[src/rtl/wshb_arbiter.sv]
// -----------------------------------------------------------------------------
// wshb_arbiter
//   Two-master, one-slave Wishbone arbiter for the shared SDRAM port.
//   Master 0 is the display read path (frame-buffer fetch); master 1 is the
//   pattern/video write path. A grant is registered and held for the whole bus
//   cycle (mX_cyc high). Simultaneous requests are resolved round-robin. Each
//   grant has an ack budget: once MAX_ACKS acks have been forwarded and the
//   other master is waiting, the granted master sees an advisory yield.
//
// Configuration macro:
//   WSHB_ARB_FIXED_PRIO_EN  defined   -> master 0 always wins simultaneous
//                                        requests, m0_yield tied to 0.
//                           undefined -> round-robin (default build).
//
// Ports:
//   clk, rst                   system clock, synchronous active-high reset
//   m<i>_cyc/stb/we/adr/dat_ms/sel/cti/bte   master i request side (i = 0,1)
//   m<i>_ack                   ack to master i, only while master i is granted
//   m<i>_dat_sm                slave read data, broadcast to both masters
//   m<i>_yield                 advisory "end your cycle at a burst boundary"
//   s_cyc/stb/we/adr/dat_ms/sel/cti/bte      muxed request to the slave
//   s_ack, s_dat_sm            slave response
// -----------------------------------------------------------------------------
module wshb_arbiter #(
  parameter int AW       = 32,
  parameter int DW       = 32,
  parameter int MAX_ACKS = 64
) (
  input  logic            clk,
  input  logic            rst,
  // master 0
  input  logic            m0_cyc,
  input  logic            m0_stb,
  input  logic            m0_we,
  input  logic [AW-1:0]   m0_adr,
  input  logic [DW-1:0]   m0_dat_ms,
  input  logic [DW/8-1:0] m0_sel,
  input  logic [2:0]      m0_cti,
  input  logic [1:0]      m0_bte,
  output logic            m0_ack,
  output logic [DW-1:0]   m0_dat_sm,
  output logic            m0_yield,
  // master 1
  input  logic            m1_cyc,
  input  logic            m1_stb,
  input  logic            m1_we,
  input  logic [AW-1:0]   m1_adr,
  input  logic [DW-1:0]   m1_dat_ms,
  input  logic [DW/8-1:0] m1_sel,
  input  logic [2:0]      m1_cti,
  input  logic [1:0]      m1_bte,
  output logic            m1_ack,
  output logic [DW-1:0]   m1_dat_sm,
  output logic            m1_yield,
  // slave
  output logic            s_cyc,
  output logic            s_stb,
  output logic            s_we,
  output logic [AW-1:0]   s_adr,
  output logic [DW-1:0]   s_dat_ms,
  output logic [DW/8-1:0] s_sel,
  output logic [2:0]      s_cti,
  output logic [1:0]      s_bte,
  input  logic            s_ack,
  input  logic [DW-1:0]   s_dat_sm
);

  typedef enum logic [1:0] {IDLE, GNT0, GNT1} state_e;

  // Counter is wide enough to hold MAX_ACKS itself; it saturates there.
  localparam int            CW      = $clog2(MAX_ACKS + 1);
  localparam logic [CW-1:0] ACK_MAX = CW'(MAX_ACKS);

  state_e        state_q, state_d;
  logic          last_gnt_q, last_gnt_d;
  logic [CW-1:0] ack_cnt_q, ack_cnt_d;
  logic          pick1;
  logic          budget_spent;

  // ---------------------------------------------------------------------------
  // Next-state logic
  // ---------------------------------------------------------------------------
  always_comb begin
    // NOTE: every signal gets a default before the case so no latch is inferred.
    state_d    = state_q;
    last_gnt_d = last_gnt_q;
    ack_cnt_d  = ack_cnt_q;
    pick1      = 1'b0;

    unique case (state_q)
      IDLE: begin
        if (m0_cyc && m1_cyc) begin
`ifdef WSHB_ARB_FIXED_PRIO_EN
          pick1 = 1'b0;
`else
          pick1 = ~last_gnt_q;   // grant whoever did not have the bus last
`endif
        end else begin
          pick1 = m1_cyc;
        end
        if (m0_cyc || m1_cyc) begin
          state_d    = pick1 ? GNT1 : GNT0;
          last_gnt_d = pick1;
          ack_cnt_d  = '0;
        end
        // A spurious s_ack here is deliberately ignored.
      end
      GNT0, GNT1: begin
        if (s_ack && ack_cnt_q != ACK_MAX)
          ack_cnt_d = ack_cnt_q + CW'(1);
        // Always pass through IDLE so s_cyc drops between owners.
        if ((state_q == GNT0 && !m0_cyc) || (state_q == GNT1 && !m1_cyc))
          state_d = IDLE;
      end
      default: state_d = IDLE;
    endcase
  end

  // NOTE: sequential state uses non-blocking assignments only, so all
  // registers update together from values sampled at the same edge.
  always_ff @(posedge clk) begin
    if (rst) begin
      state_q    <= IDLE;
      last_gnt_q <= 1'b1;
      ack_cnt_q  <= '0;
    end else begin
      state_q    <= state_d;
      last_gnt_q <= last_gnt_d;
      ack_cnt_q  <= ack_cnt_d;
    end
  end

  // ---------------------------------------------------------------------------
  // Bus mux: the registered grant selects which master drives the slave.
  // ---------------------------------------------------------------------------
  always_comb begin
    s_cyc    = 1'b0;
    s_stb    = 1'b0;
    s_we     = 1'b0;
    s_adr    = '0;
    s_dat_ms = '0;
    s_sel    = '0;
    s_cti    = '0;
    s_bte    = '0;
    m0_ack   = 1'b0;
    m1_ack   = 1'b0;
    unique case (state_q)
      GNT0: begin
        s_cyc    = m0_cyc;
        s_stb    = m0_stb;
        s_we     = m0_we;
        s_adr    = m0_adr;
        s_dat_ms = m0_dat_ms;
        s_sel    = m0_sel;
        s_cti    = m0_cti;
        s_bte    = m0_bte;
        m0_ack   = s_ack;
      end
      GNT1: begin
        s_cyc    = m1_cyc;
        s_stb    = m1_stb;
        s_we     = m1_we;
        s_adr    = m1_adr;
        s_dat_ms = m1_dat_ms;
        s_sel    = m1_sel;
        s_cti    = m1_cti;
        s_bte    = m1_bte;
        m1_ack   = s_ack;
      end
      default: ;
    endcase
  end

  assign m0_dat_sm = s_dat_sm;
  assign m1_dat_sm = s_dat_sm;

  // Yield is advisory: the granted master decides when to drop cyc.
  assign budget_spent = (ack_cnt_q >= ACK_MAX);
`ifdef WSHB_ARB_FIXED_PRIO_EN
  assign m0_yield = 1'b0;
`else
  assign m0_yield = (state_q == GNT0) && budget_spent && m1_cyc;
`endif
  assign m1_yield = (state_q == GNT1) && budget_spent && m0_cyc;

endmodule

[config.mk]
export PLATFORM = sky130hd
export DESIGN_NAME = wshb_arbiter
export DESIGN_NICKNAME = d
export VERILOG_FILES = /design/src/rtl/wshb_arbiter.sv
export SDC_FILE = /design/constraint.sdc
export NUM_CORES = 1
export LEC_CHECK = 0
export CORE_AREA = 2 2 129 131
export DETAILED_ROUTE_END_ITERATION = 7
export DIE_AREA = 0 0 131 133
export SLEW_MARGIN = 30
export SYNTH_ARGS = -nofsm -noshare
export SYNTH_HDL_FRONTEND = slang
export SYNTH_SLANG_ARGS = --single-unit
[constraint.sdc]
create_clock -name clk -period 2.2 [get_ports clk]
set_input_delay 0.33 -clock clk [delete_from_list [all_inputs] [get_ports clk]]
set_output_delay 0.33 -clock clk [all_outputs]
set_load 0.02 [all_outputs]
==> metrics, run 1 <==
kind of start point of the critical path=flip-flop; PwrDens=482 nW/um^2; fraction of registers with async set/reset=0; overall overflow remaining after global route=0; clk sinks=10; post-synthesis sequential area ratio=0.0864; initial antenna violation count=0; most frequent cell after synthesis=sky130_fd_sc_hd__nor2b_1; number of pins exceeding their max-slew limit in the final report=0; wire per inst=15.2 um; pin count of the biggest net entering global routing=48; Worst slew margin=0.736; Hold Slack=0.503 ns; setup slack, reg-to-reg=0.14 ns; Max Clock Skew=0.000693 ns; mean cell area of the mapped netlist=7.02 um^2; leakage dissipation=1.74 nW; count of nets left with antenna violations after detail routing=0; post-synthesis to final-layout area growth=93.4%; number of buffer cells added on primary ports=234; clock period minus worst slack=2.10 ns; CTS Root Buffer Type=sky130_fd_sc_hd__clkbuf_16; count of inserted antenna diode cells=0; DRC errors left=0; post-synthesis net count=522; area of the placeable core=16200 um^2; slew of the pin with the lowest slew margin=0.392 ns; total wire length=10.7 mm; GRT Util Overall=0.110; Crit. End Element=output port; number of unique standard cell types used by synthesis=36; layout cells sized above 1=0.0599; die area=17400 um^2; number of filler instances in the final layout=1751; wire length of the first global-routing pass=15.2 mm; final std cells w/o fill=704; total number of H-tree levels=1; achievable clock frequency=477 MHz; WP data arrival=1.77 ns; # hold bufs at CTS=0; Main synth FF type=sky130_fd_sc_hd__dfxtp_1; summed instance area of the synthesized netlist=2320 um^2; synthesized flop and latch total=10; class of the worst hold path=flip-flop to flip-flop; boundary pin count=331; area share of the largest cell type after synthesis=0.246; Syn Inst Count=330; Post-Place Cells=701; worst-path maximum fanout=47; type of the setup path with the least slack=flip-flop to output port; CTS tree=built; via count normalized by instance count=4.16; clock-pin slew reported for the worst setup and hold paths after clock tree synthesis=0.04 ns; number of global-route vias before repair=2889; data required time of the worst path=1.87 ns; total of endpoints with negative setup slack in the final report=0; ranking of synthesized cells by instance count=sky130_fd_sc_hd__nor2b_1, sky130_fd_sc_hd__a22oi_1, sky130_fd_sc_hd__buf_4; startpoint of the most critical setup path=state_q[0]; Longest Clk Path Bufs=2; net count reported at finish=678; final weighted congestion of routability-driven global placement=0.817; clock latency of the later-clocked register in the worst-skew pair=0.24 ns; fraction of the cycle the final worst path needs=0.953; yosys synthesis warning count=0; detailed placement HPWL=8.61 mm; biggest area consumer among synthesized cells=sky130_fd_sc_hd__a22oi_1; Max IR drop VDD=309 uV; worst flop-to-flop path startpoint=state_q[0]; height of the die=133 um; endpoints failing hold=0; EDFF count, synth=0; FP Rows=47; router iterations before antenna repair=4; count of routing violations after the opening detailed-route iteration=142; number of clock buffers inserted by TritonCTS=3; horizontal die dimension=131 um; startpoint of the tightest hold check path=ack_cnt_q[1]; synth top area cells=sky130_fd_sc_hd__a22oi_1, sky130_fd_sc_hd__buf_4, sky130_fd_sc_hd__nor2b_1; count of vias placed by the detailed router=2931; initial cell density of the core=0.143; number of buffers added for setup after CTS=0; run status=finished clean; MaxCap Viol Count=0
-- through the flow --
stage	setup TNS, ns	util	cell area [um^2]	total power, mW	setup WS, ns
finish	0	0.277	4480	2.16	0.103
floorplan	0	-	2320	1.29	0.239
global route	-0.0226	0.277	4480	2.31	-0.0226
detailed placement	0	0.277	4490	1.95	0.0531
global placement	0	0.277	4490	1.92	0.0740
CTS	0	0.276	4470	2.19	0.0300
-- cell usage in the layout, fill, tap and decap left out, types with 2 or more instances in the layout --
cell type | netlist | routed
sky130_fd_sc_hd__clkdlybuf4s50_1 | 0 | 154
sky130_fd_sc_hd__nor2b_1 | 78 | 78
sky130_fd_sc_hd__a22oi_1 | 76 | 75
sky130_fd_sc_hd__dlygate4sd2_1 | 0 | 66
sky130_fd_sc_hd__dfxtp_1 | 10 | 10
sky130_fd_sc_hd__nand2_1 | 8 | 8
sky130_fd_sc_hd__clkdlybuf4s15_1 | 0 | 8
sky130_fd_sc_hd__buf_4 | 65 | 8
sky130_fd_sc_hd__buf_12 | 0 | 7
sky130_fd_sc_hd__o21ai_0 | 6 | 6
sky130_fd_sc_hd__inv_1 | 5 | 5
sky130_fd_sc_hd__nand2b_1 | 5 | 5
sky130_fd_sc_hd__a21oi_1 | 5 | 5
sky130_fd_sc_hd__and3_1 | 4 | 4
sky130_fd_sc_hd__a31oi_1 | 4 | 4
sky130_fd_sc_hd__nand3_1 | 4 | 4
sky130_fd_sc_hd__nor2_1 | 3 | 3
sky130_fd_sc_hd__nor3_1 | 3 | 3
sky130_fd_sc_hd__ha_2 | 0 | 3
sky130_fd_sc_hd__clkbuf_16 | 0 | 3
sky130_fd_sc_hd__and2_1 | 2 | 2
sky130_fd_sc_hd__nor3b_1 | 2 | 2
sky130_fd_sc_hd__and3_2 | 2 | 2
sky130_fd_sc_hd__nand4b_1 | 2 | 2
sky130_fd_sc_hd__ha_1 | 5 | 2
-- final cells by class --
class | instances | area, um^2 | share of cell area
Inverter | 5 | 18.8 | 0.00419
Clock buffer | 3 | 75.1 | 0.0168
Sequential cell | 10 | 200 | 0.0447
Tap cell | 220 | 275 | 0.0615
Timing Repair Buffer | 244 | 2400 | 0.537
Multi-Input combinational cell | 222 | 1510 | 0.336
-- where the power goes --
part | switching (mW) | leakage, nW | total (mW) | internal (mW)
combinational | 0.800 | 1.62 | 1.63 | 0.834
clock | 0.0839 | 0.0370 | 0.320 | 0.236
sequential | 0.0111 | 0.0812 | 0.207 | 0.196
total | 0.895 | 1.74 | 2.16 | 1.27
-- layer usage --
metal / vias up / part of all wire / track usage / wire length (um)
li1: 1417 / - / - / -
met1: 1334 / 0.36 / 0.116 / 3830
met2: 170 / 0.52 / 0.210 / 5540
met3: 10 / 0.11 / 0.0323 / 1220
met4: 0 / 0.012 / 0.0242 / 127
met5: - / 0 / 0 / 0
-- cells by family after synthesis --
family	Yosys count	share of synthesized area
buffers and inverters	98	0.269
AO/OA/AOI/OAI	96	0.299
flip-flops	10	0.0864
AND/OR/NAND/NOR	121	0.319
adder cells (fa/ha/maj)	5	0.0270
-- state kept, by name, summed over array words and instances, names as in the netlist --
signal / cells
state_q: 2
ack_cnt_q: 7
last_gnt_q: 1
-- worst paths after layout --
| path | endpoint | depth (start not counted) |
|---|---|---|
| worst max-delay path | s_stb | 5 |
| worst min-delay path | ack_cnt_q[1] | 2 |
| worst max register to register | ack_cnt_q[5] | 7 |
| worst min register to register | ack_cnt_q[1] | 2 |
-- critical path, cell delays in order (launching register included) --
cell and delay, ns:
sky130_fd_sc_hd__dfxtp_1 0.34, sky130_fd_sc_hd__inv_1 0.08, sky130_fd_sc_hd__ha_2 0.37, sky130_fd_sc_hd__buf_12 0.21, sky130_fd_sc_hd__nor2b_1 0.16, sky130_fd_sc_hd__dlygate4sd2_1 0.35
-- repair_timing --
item | CTS | global route
gates resized for setup | 75 | 11
cloned | 0 | 0
endpoints found under the setup margin | 75 | 10
No activity file was read; power rests on OpenSTA's default activity.
==> inputs of run 2 (changes only) <==
--- a/config.mk
+++ b/config.mk
@@ -8,6 +8,7 @@
 export CORE_AREA = 2 2 129 131
 export DETAILED_ROUTE_END_ITERATION = 7
 export DIE_AREA = 0 0 131 133
+export SKIP_LAST_GASP = 1
 export SLEW_MARGIN = 30
 export SYNTH_ARGS = -nofsm -noshare
 export SYNTH_HDL_FRONTEND = slang
==> metrics, run 2 (same netlist as run 1, synthesis figures left out) <==
count of inserted antenna diode cells=0 (unchanged); most frequent cells in the layout=sky130_fd_sc_hd__clkdlybuf4s50_1, sky130_fd_sc_hd__nor2b_1, sky130_fd_sc_hd__a22oi_1; router iterations before antenna repair=4 (unchanged); post-placement worst setup slack=0.0531 ns (unchanged); class of the worst hold path=flip-flop to flip-flop; CTS tree=built; MaxCap Viol Count=0 (unchanged); detailed placement HPWL=8.61 mm (unchanged); Largest Register=ack_cnt_q; leakage dissipation=1.74 nW (about the same); Worst slew margin=0.733 (-0.00366); Crit. End Element=output port; initial antenna violation count=0 (unchanged); cell breakdown of the critical path=inv_1 > ha_2 > buf_12 > nor2b_1 > dlygate4sd2_1; achievable clock frequency=475 MHz (-0.36%); post-synthesis to final-layout area growth=93.6%; number of filler instances in the final layout=1750 (-0.057%); total wire length=10.7 mm (about the same); worst-case setup margin in the final layout=0.0954 ns (-0.00760 ns); clock period minus worst slack=2.10 ns (+0.00760 ns); count of nets left with antenna violations after detail routing=0 (unchanged); CTS Root Buffer Type=sky130_fd_sc_hd__clkbuf_16; FP Rows=47 (unchanged); count of vias placed by the detailed router=2932 (+0.034%); number of buffer cells added on primary ports=234 (unchanged); cell internal power dissipation=1.27 mW (about the same); endpoints failing hold=0 (unchanged); number of global-route vias before repair=2889 (unchanged); Hold Slack=0.503 ns (-0.000130 ns); slew of the pin with the lowest slew margin=0.397 ns (+0.00544 ns); run status=finished clean; Logic pwr share=0.756 (about the same); net switching power=0.897 mW (+0.19%); overall overflow remaining after global route=0 (unchanged); pin count of the biggest net entering global routing=48 (unchanged); largest registers=ack_cnt_q (7), state_q (2), last_gnt_q (1); height of the die=133 um (unchanged); DRC errors left=0 (unchanged); final weighted congestion of routability-driven global placement=0.817 (unchanged); Max IR drop VDD=309 uV (+0.23%); part of the total power dissipated in the clock network=0.148 (about the same); sequential share of power=0.096 (about the same); type of the setup path with the least slack=flip-flop to output port; crit path max-delay cell type=sky130_fd_sc_hd__ha_2; total number of H-tree levels=1 (unchanged); initial cell density of the core=0.143 (unchanged); PwrDens=482 nW/um^2 (about the same); number of flip-flops in the largest register=7 (unchanged); clock-pin slew reported for the worst setup and hold paths after clock tree synthesis=0.04 ns (about the same); GRT Util Overall=0.110 (unchanged); boundary pin count=331 (unchanged); most common cell after layout, fill and taps aside=sky130_fd_sc_hd__clkdlybuf4s50_1; RSZ-0062 raised after global routing=true; Post-Place Cells=701 (unchanged); number of clock buffers inserted by TritonCTS=3 (unchanged); area of the placeable core=16200 um^2 (unchanged); fraction of the cycle the final worst path needs=0.957 (+0.00346); kind of start point of the critical path=flip-flop; # hold bufs at CTS=0 (unchanged); fraction of power spent switching nets=0.415 (about the same); CP peak stage delay=0.37 ns (about the same); wire per inst=15.2 um (about the same); horizontal die dimension=131 um (unchanged); count of routing violations after the opening detailed-route iteration=144 (+1.4%); wire length of the first global-routing pass=15.2 mm (unchanged); total of endpoints with negative setup slack in the final report=0 (unchanged); number of pins exceeding their max-slew limit in the final report=0 (unchanged); final std cells w/o fill=704 (unchanged); Longest Clk Path Bufs=2 (unchanged); clk sinks=10 (unchanged); net count reported at finish=678 (unchanged); Max Clock Skew=0.000580 ns (-0.000113 ns); layout cells sized above 1=0.0579 (-0.00207); die area=17400 um^2 (unchanged); clock latency of the later-clocked register in the worst-skew pair=0.24 ns (about the same); via count normalized by instance count=4.16 (about the same); worst-path maximum fanout=47 (unchanged); power after layout=2.16 mW (+0.12%); WP data arrival=1.77 ns (about the same); data required time of the worst path=1.87 ns (about the same)
-- run 2: changes by cell type in the layout (fill, tap and decap cells not counted) --
cell / before / now
sky130_fd_sc_hd__clkdlybuf4s15_1: 8 / 9
sky130_fd_sc_hd__clkbuf_2: 1 / 0
-- run 2: cell type report --
type / count / area, um^2 / share of cell area
Timing Repair Buffer: 244 / 2410 / 0.537
Multi-Input combinational cell: 222 / 1510 / 0.336
Tap cell: 220 / 275 / 0.0614
Sequential cell: 10 / 200 / 0.0446
Clock buffer: 3 / 75.1 / 0.0167
Inverter: 5 / 18.8 / 0.00419
-- run 2: what timing repair did --
action                                  in CTS  in global routing
buffers inserted                             0                  0
resized for setup                           75                 10
endpoints found under the setup margin      75                 10
-- run 2: path summary, 6_finish.rpt --
kind,startpoint,endpoint,slack (ns),depth (start not counted)
setup / recovery,state_q[0],s_stb,0.1,5
setup reg to reg,state_q[0],ack_cnt_q[5],0.14,7
hold reg to reg,ack_cnt_q[1],ack_cnt_q[1],0.50,2
hold / removal,ack_cnt_q[1],ack_cnt_q[1],0.50,2
-- run 2: layer usage --
layer | track usage | share of wire | vias to the layer above
met5 | 0 | 0 | -
met4 | 0.0242 | 0.012 | 0
met3 | 0.0323 | 0.11 | 10
met2 | 0.210 | 0.52 | 161
met1 | 0.116 | 0.36 | 1344
li1 | - | - | 1417
-- run 2: through the flow --
step / cell area [um^2] / setup TNS (ns) / util
global placement: 4490 / 0 / 0.277
detailed placement: 4490 / 0 / 0.277
floorplan: 2320 / 0 / -
finish: 4480 / 0 / 0.277
global route: 4480 / -0.0296 / 0.277
CTS: 4470 / 0 / 0.276
-- run 2: power by group through the flow --
stage	clock network, mW	registers, mW	logic, mW
floorplan	0	0.207	1.08
global placement	0	0.210	1.71
detailed placement	0	0.211	1.74
CTS	0.329	0.208	1.65
global route	0.336	0.210	1.77
finish	0.320	0.207	1.64
-- run 2: worst max-delay path: cells and delay by family (launching register included) --
kind                     cells  cell delay, ns
flip-flops                   1            0.34
buffers and inverters        3            0.64
adder cells (fa/ha/maj)      1            0.37
AND/OR/NAND/NOR              1            0.16
